===== src/rtl/apb_pkg.sv =====
// ---------------------------------------------------------------------------
// apb_pkg
// Shared definitions for the APB master slice.
//   apb_state_e : master FSM states (IDLE, SETUP, ACCESS, RESP)
//   APB_ADDR_W  : default address width
//   APB_DATA_W  : default data width
//   TIMEOUT_W   : width of the ACCESS-phase wait-state counter
// ---------------------------------------------------------------------------
package apb_pkg;

    localparam int APB_ADDR_W = 32;
    localparam int APB_DATA_W = 32;
    localparam int TIMEOUT_W  = 16;

    typedef enum logic [1:0] {
        IDLE   = 2'd0,
        SETUP  = 2'd1,
        ACCESS = 2'd2,
        RESP   = 2'd3
    } apb_state_e;

endpackage


===== src/rtl/apb_wait_timer.sv =====
// ---------------------------------------------------------------------------
// apb_wait_timer
// Counts ACCESS-phase wait states and flags the cycle in which the limit of
// TIMEOUT_CYCLES waited cycles is reached.
// Ports:
//   clk    : clock, posedge
//   rst    : asynchronous active-high reset, clears the count
//   load   : clear the count (asserted when a transfer is launched)
//   enable : count this cycle (slave is inserting a wait state)
//   expire : this enabled cycle is the TIMEOUT_CYCLES-th wait state
// ---------------------------------------------------------------------------
module apb_wait_timer
    import apb_pkg::*;
#(
    parameter int TIMEOUT_CYCLES = 16
) (
    input  logic clk,
    input  logic rst,
    input  logic load,
    input  logic enable,
    output logic expire
);

    // Expiry is decided combinationally on the last enabled cycle, so the
    // comparison is against one less than the limit.
    localparam logic [TIMEOUT_W-1:0] LAST_COUNT = TIMEOUT_W'(TIMEOUT_CYCLES - 1);

    logic [TIMEOUT_W-1:0] count;

    // Wait-state counter: cleared on load, advanced on every wait state.
    always_ff @(posedge clk or posedge rst) begin
        if (rst) begin
            count <= '0;
        end else if (load) begin
            count <= '0;
        end else if (enable) begin
            count <= count + 1'b1;
        end
    end

    assign expire = enable && (count == LAST_COUNT);

endmodule


===== src/rtl/apb_master.sv =====
// ---------------------------------------------------------------------------
// apb_master
// Converts a valid/ready command stream into APB3 SETUP/ACCESS transfers and
// returns a response stream. One transfer in flight; a wait-state timeout
// aborts transfers whose slave never raises pready.
// Ports:
//   clk, rst                 : clock (posedge) and async active-high reset
//   cmd_valid/cmd_ready      : command handshake (cmd_ready = FSM in IDLE)
//   cmd_write/addr/wdata     : command payload
//   rsp_valid/rsp_ready      : response handshake
//   rsp_rdata/err/timeout    : response payload (rdata 0 for writes/timeouts)
//   psel/penable/pwrite      : APB control, registered
//   paddr/pwdata             : APB address and write data, registered
//   prdata/pready/pslverr    : APB slave returns, sampled only in ACCESS
// ---------------------------------------------------------------------------
module apb_master
    import apb_pkg::*;
#(
    parameter int ADDR_W         = APB_ADDR_W,
    parameter int DATA_W         = APB_DATA_W,
    parameter int TIMEOUT_CYCLES = 16
) (
    input  logic              clk,
    input  logic              rst,
    input  logic              cmd_valid,
    output logic              cmd_ready,
    input  logic              cmd_write,
    input  logic [ADDR_W-1:0] cmd_addr,
    input  logic [DATA_W-1:0] cmd_wdata,
    output logic              rsp_valid,
    input  logic              rsp_ready,
    output logic [DATA_W-1:0] rsp_rdata,
    output logic              rsp_err,
    output logic              rsp_timeout,
    output logic              psel,
    output logic              penable,
    output logic              pwrite,
    output logic [ADDR_W-1:0] paddr,
    output logic [DATA_W-1:0] pwdata,
    input  logic [DATA_W-1:0] prdata,
    input  logic              pready,
    input  logic              pslverr
);

    apb_state_e        state, state_d;
    logic              psel_d, penable_d, pwrite_d;
    logic [ADDR_W-1:0] paddr_d;
    logic [DATA_W-1:0] pwdata_d;
    logic              rsp_valid_d, rsp_err_d, rsp_timeout_d;
    logic [DATA_W-1:0] rsp_rdata_d;
    logic              timer_load, timer_enable, timer_expire;

    assign cmd_ready    = (state == IDLE);
    assign timer_load   = (state == IDLE) && cmd_valid;
    assign timer_enable = (state == ACCESS) && !pready;

    apb_wait_timer #(
        .TIMEOUT_CYCLES(TIMEOUT_CYCLES)
    ) u_wait_timer (
        .clk   (clk),
        .rst   (rst),
        .load  (timer_load),
        .enable(timer_enable),
        .expire(timer_expire)
    );

    // State and output registers. Every output except cmd_ready comes
    // straight from a flop, so a reset drops psel/penable immediately.
    always_ff @(posedge clk or posedge rst) begin
        if (rst) begin
            state       <= IDLE;
            psel        <= 1'b0;
            penable     <= 1'b0;
            pwrite      <= 1'b0;
            paddr       <= '0;
            pwdata      <= '0;
            rsp_valid   <= 1'b0;
            rsp_rdata   <= '0;
            rsp_err     <= 1'b0;
            rsp_timeout <= 1'b0;
        end else begin
            state       <= state_d;
            psel        <= psel_d;
            penable     <= penable_d;
            pwrite      <= pwrite_d;
            paddr       <= paddr_d;
            pwdata      <= pwdata_d;
            rsp_valid   <= rsp_valid_d;
            rsp_rdata   <= rsp_rdata_d;
            rsp_err     <= rsp_err_d;
            rsp_timeout <= rsp_timeout_d;
        end
    end

    // Next-state and next-output logic. Registers hold by default; each
    // state only touches what changes on its exit. pready is checked before
    // the timer so a ready arriving on the expiry cycle still completes.
    always_comb begin
        state_d       = state;
        psel_d        = psel;
        penable_d     = penable;
        pwrite_d      = pwrite;
        paddr_d       = paddr;
        pwdata_d      = pwdata;
        rsp_valid_d   = rsp_valid;
        rsp_rdata_d   = rsp_rdata;
        rsp_err_d     = rsp_err;
        rsp_timeout_d = rsp_timeout;

        case (state)
            IDLE: begin
                if (cmd_valid) begin
                    state_d   = SETUP;
                    psel_d    = 1'b1;
                    penable_d = 1'b0;
                    pwrite_d  = cmd_write;
                    paddr_d   = cmd_addr;
                    pwdata_d  = cmd_wdata;
                end
            end
            SETUP: begin
                state_d   = ACCESS;
                penable_d = 1'b1;
            end
            ACCESS: begin
                if (pready) begin
                    state_d       = RESP;
                    psel_d        = 1'b0;
                    penable_d     = 1'b0;
                    rsp_valid_d   = 1'b1;
                    rsp_rdata_d   = pwrite ? '0 : prdata;
                    rsp_err_d     = pslverr;
                    rsp_timeout_d = 1'b0;
                end else if (timer_expire) begin
                    state_d       = RESP;
                    psel_d        = 1'b0;
                    penable_d     = 1'b0;
                    rsp_valid_d   = 1'b1;
                    rsp_rdata_d   = '0;
                    rsp_err_d     = 1'b1;
                    rsp_timeout_d = 1'b1;
                end
            end
            RESP: begin
                if (rsp_ready) begin
                    state_d     = IDLE;
                    rsp_valid_d = 1'b0;
                end
            end
            default: begin
                state_d = IDLE;
            end
        endcase
    end

endmodule


===== config.mk =====
export PLATFORM = sky130hd
export DESIGN_NAME = apb_master
export DESIGN_NICKNAME = d
export VERILOG_FILES = /design/src/rtl/apb_pkg.sv /design/src/rtl/apb_wait_timer.sv /design/src/rtl/apb_master.sv
export SDC_FILE = /design/constraint.sdc
export NUM_CORES = 1
export LEC_CHECK = 0
export CORE_MARGIN = 3
export CORE_UTILIZATION = 46
export CTS_CLUSTER_SIZE = 8
export DETAILED_ROUTE_END_ITERATION = 7
export GPL_ROUTABILITY_DRIVEN = 1
export HOLD_SLACK_MARGIN = 0.06
export PLACE_DENSITY = 0.89
export SETUP_SLACK_MARGIN = 0.15
export SLEW_MARGIN = 5
export SYNTH_ARGS = -nofsm -noshare
export SYNTH_HDL_FRONTEND = slang
export SYNTH_SLANG_ARGS = --single-unit

===== constraint.sdc =====
create_clock -name clk -period 7.18 [get_ports clk]
set_input_delay 1.795 -clock clk [delete_from_list [all_inputs] [get_ports clk]]
set_output_delay 1.795 -clock clk [all_outputs]
set_load 0.1 [all_outputs]

==> key figures <==
Route
  – DR vias/cell: 5.101
  – Total wire length: 14030 um
  – Wirelength per Cell: 17.05 um
  – Detailed router's first-iteration violation count: 309
  – DRT Pass-1 Iters: 4
  – DRC violations left: 0
  – Final ANT Viol Nets: 0
  – Vias: 4198

Placed design
  – Hpwl dp: 9439 um
  – Placed cell area: 6970 um^2
  – Port Buf Inserts: 205
  – Routability congestion estimate: 0.7526

Finish
  – Antenna diode count: 0
  – Final net count: 786
  – Fillcell total: 668
  – P&R area growth vs syn: 56.31%
  – Fraction of layout cells with a size suffix above 1: 0.05797
  – Post-route cell area: 7543 um^2

CTS
  – Hold-fix buffers, CTS: 0
  – CTS Sinks: 120
  – Num CTS Buffers: 17
  – H-tree Lvls: 4
  – Root Buffer: clkbuf_8
  – Clock buffer depth: 2
  – Worst-skew pair later-pin latency: 0.51 ns
  – CTS clk-pin slew, worst paths: 0.05 ns
  – CTS tree: built
  – Setup Fix Bufs, Post-CTS: 0
  – Post_cts resized: 0

Critical path
  – Crit. End Element: primary output
  – Worst path top cell family by delay: buffers and inverters
  – Buf/Inv on CP: 2
  – Largest stage delay on the critical path: 1.15 ns
  – Crit path launch type: register
  – Critical R2R Capture: rsp_rdata[6]$_DFFE_PP0P_
  – CP max FO: 4
  – Reg2reg setup slack: 4.78 ns
  – Worst-path cell chain: inv_1 -> ha_1 -> clkdlybuf4s50_1
  – Crit-path slowest cell: clkdlybuf4s50_1
  – Worst R2R Path Depth: 5
  – Required time worst endpoint: 5.39 ns
  – WP data arrival: 2.40 ns
  – WS Path Type: reg2out
  – FF-to-FF Start: state[0]$_DFFE_PP0P_

Floorplan
  – Chip width: 108.4 um
  – Io pins: 206
  – Die area: 11760 um^2
  – Effective utilization at floorplan: 0.4826
  – Core area: 10000 um^2
  – Num rows: 36
  – Chip height: 108.4 um

Global route
  – First-pass GRT wire length: 21780 um
  – Antenna violations before repair: 0
  – Vias in the first global route: 4337
  – Global route overflow: 0
  – Total Routing Usage GR: 0.2403
  – Largest net degree at the start of global routing: 84

Yosys
  – Syn Inst Count: 475
  – Synthesized Nets: 584
  – Mapped cell area: 4826 um^2
  – EDFF count, synth: 0
  – Synth top area cells: dfrtp_1, nand2_1, a22o_1, ha_1, nor2_1
  – Cell variety after synth: 37
  – Avg Cell Area, Syn: 10.16 um^2
  – Top-count cell post-synth: nand2_1
  – Post-synth top cells: nand2_1, dfrtp_1, a22o_1, nor2_1, clkbuf_1
  – Async SR Flop Fraction: 1.000
  – Synthesized flop and latch total: 120
  – Area leader, netlist: dfrtp_1
  – Sequential share of the synthesized area: 0.6222
  – Main flop type after synthesis: dfrtp_1
  – Post-synth top area share: 0.6222
  – Yosys Warn Count: 0

STA
  – Fmax: 0.2382 GHz
  – Worst Skew: 0.009284 ns
  – Final period util: 0.5847
  – Final Critical Period: 4.198 ns
  – RSZ-0062 raised after global routing: false
  – Setup-failing EPs final: 0
  – Relative max-transition margin: 0.1474
  – Final Hold Vio Count: 0
  – Least-Margin Pin Slew: 1.278 ns
  – Slew Viols, Final: 0
  – Setup tns final: 0 ns

Hold path
  – Hold Crit Start: paddr[23]$_DFFE_PP0P_
  – WHS Path Cells: 2
  – Hold Path End: paddr[23]$_DFFE_PP0P_
  – Hold Crit Class: reg2reg

Run status
  – Status: finished clean

Run
  – MaxCap Viol Count: 0
==> tightest hold or removal path, delay by kind of cell, from the launching register on <==
family / cells / cell delay, ns
and+or+nand+nor: 2 / 0.10
DFF: 1 / 0.34
==> layout make-up <==
| class | instances | area [um^2] | area share |
|---|---|---|---|
| inverters | 8 | 32.53 | 0.004312 |
| multi-input cells | 322 | 1702 | 0.2256 |
| repair buffers | 208 | 2074 | 0.2750 |
| flip-flops and latches | 120 | 3003 | 0.3981 |
| clock inverters | 8 | 95.09 | 0.01261 |
| well taps | 133 | 166.4 | 0.02206 |
| clock buffers | 24 | 470.5 | 0.06237 |
==> logic make-up after synthesis <==
kind of cell	count (synthesis)	synth area share
fa+ha+maj	6	0.01556
simple gates	242	0.1999
mux	2	0.004667
buf+inv	33	0.02800
compound gates	62	0.1115
flops	120	0.6222
xor+xnor	10	0.01815
==> cells in the final DEF (no fill, tap or decap), types with 3 or more instances in the layout <==
cell             Yosys  routed
clkinv_2             0       4
nor4_1               3       3
inv_1                8       7
xor2_1               3       3
o21ai_0              3       3
clkbuf_16            0      16
dfrtp_1            120     120
a211oi_1             3       3
clkdlybuf4s50_1      0     205
clkbuf_1            17       4
a31o_1               3       3
clkbuf_8             0       4
a22o_1              32      32
nor2_1              19      18
buf_4                2       3
xnor2_1              7       7
nand2_1            206     205
a21oi_1              8       8
ha_1                 6       6
==> routing by layer <==
metal	share of wire	wire (um)	vias to the layer above	GRT usage
met2	0.50	6959	203	0.4047
met5	0	0	-	0
met1	0.38	5285	1997	0.2732
li1	-	-	1970	-
met4	0.021	298	0	0.07845
met3	0.11	1486	28	0.1075
==> metrics by stage <==
stage / cells / hold slack, ns / setup slack [ns] / util
after floorplan: 475 / 0.5116 / 2.199 / -
after detailed placement: 791 / 0.4611 / 3.341 / 0.6971
after CTS: 823 / 0.4758 / 2.949 / 0.7536
after global routing: 823 / 0.4932 / 2.910 / 0.7544
after global placement: 791 / 0.4571 / 3.465 / 0.6971
final: 823 / 0.4717 / 2.982 / 0.7544
==> worst max path at each step <==
stage                    startpoint                                end  slack [ns]  cells after the start
6_report       state[0]$_DFFE_PP0P_                          cmd_ready        2.98                      3
5_1_grt        state[0]$_DFFE_PP0P_                          cmd_ready        2.91                      3
4_1_cts        state[0]$_DFFE_PP0P_                          cmd_ready        2.95                      3
3_5_place_dp                 pready          rsp_rdata[30]$_DFFE_PP0P_        3.34                      4
3_3_place_gp              cmd_valid  u_wait_timer.count[6]$_DFFE_PP0P_        3.47                      6
2_1_floorplan                   rst               paddr[0]$_DFFE_PP0P_        2.20                      1
==> sequential cells by signal (all words and copies together) (netlist names) <==
| signal | count |
|---|---|
| paddr | 32 |
| penable | 1 |
| psel | 1 |
| pwdata | 32 |
| pwrite | 1 |
| rsp_err | 1 |
| rsp_rdata | 32 |
| rsp_timeout | 1 |
| rsp_valid | 1 |
| state | 2 |
| u_wait_timer.count | 16 |
Power is left out: the tool's default activity adds up to more than one toggle a clock period on the data nets, which glitch-free logic cannot reach.
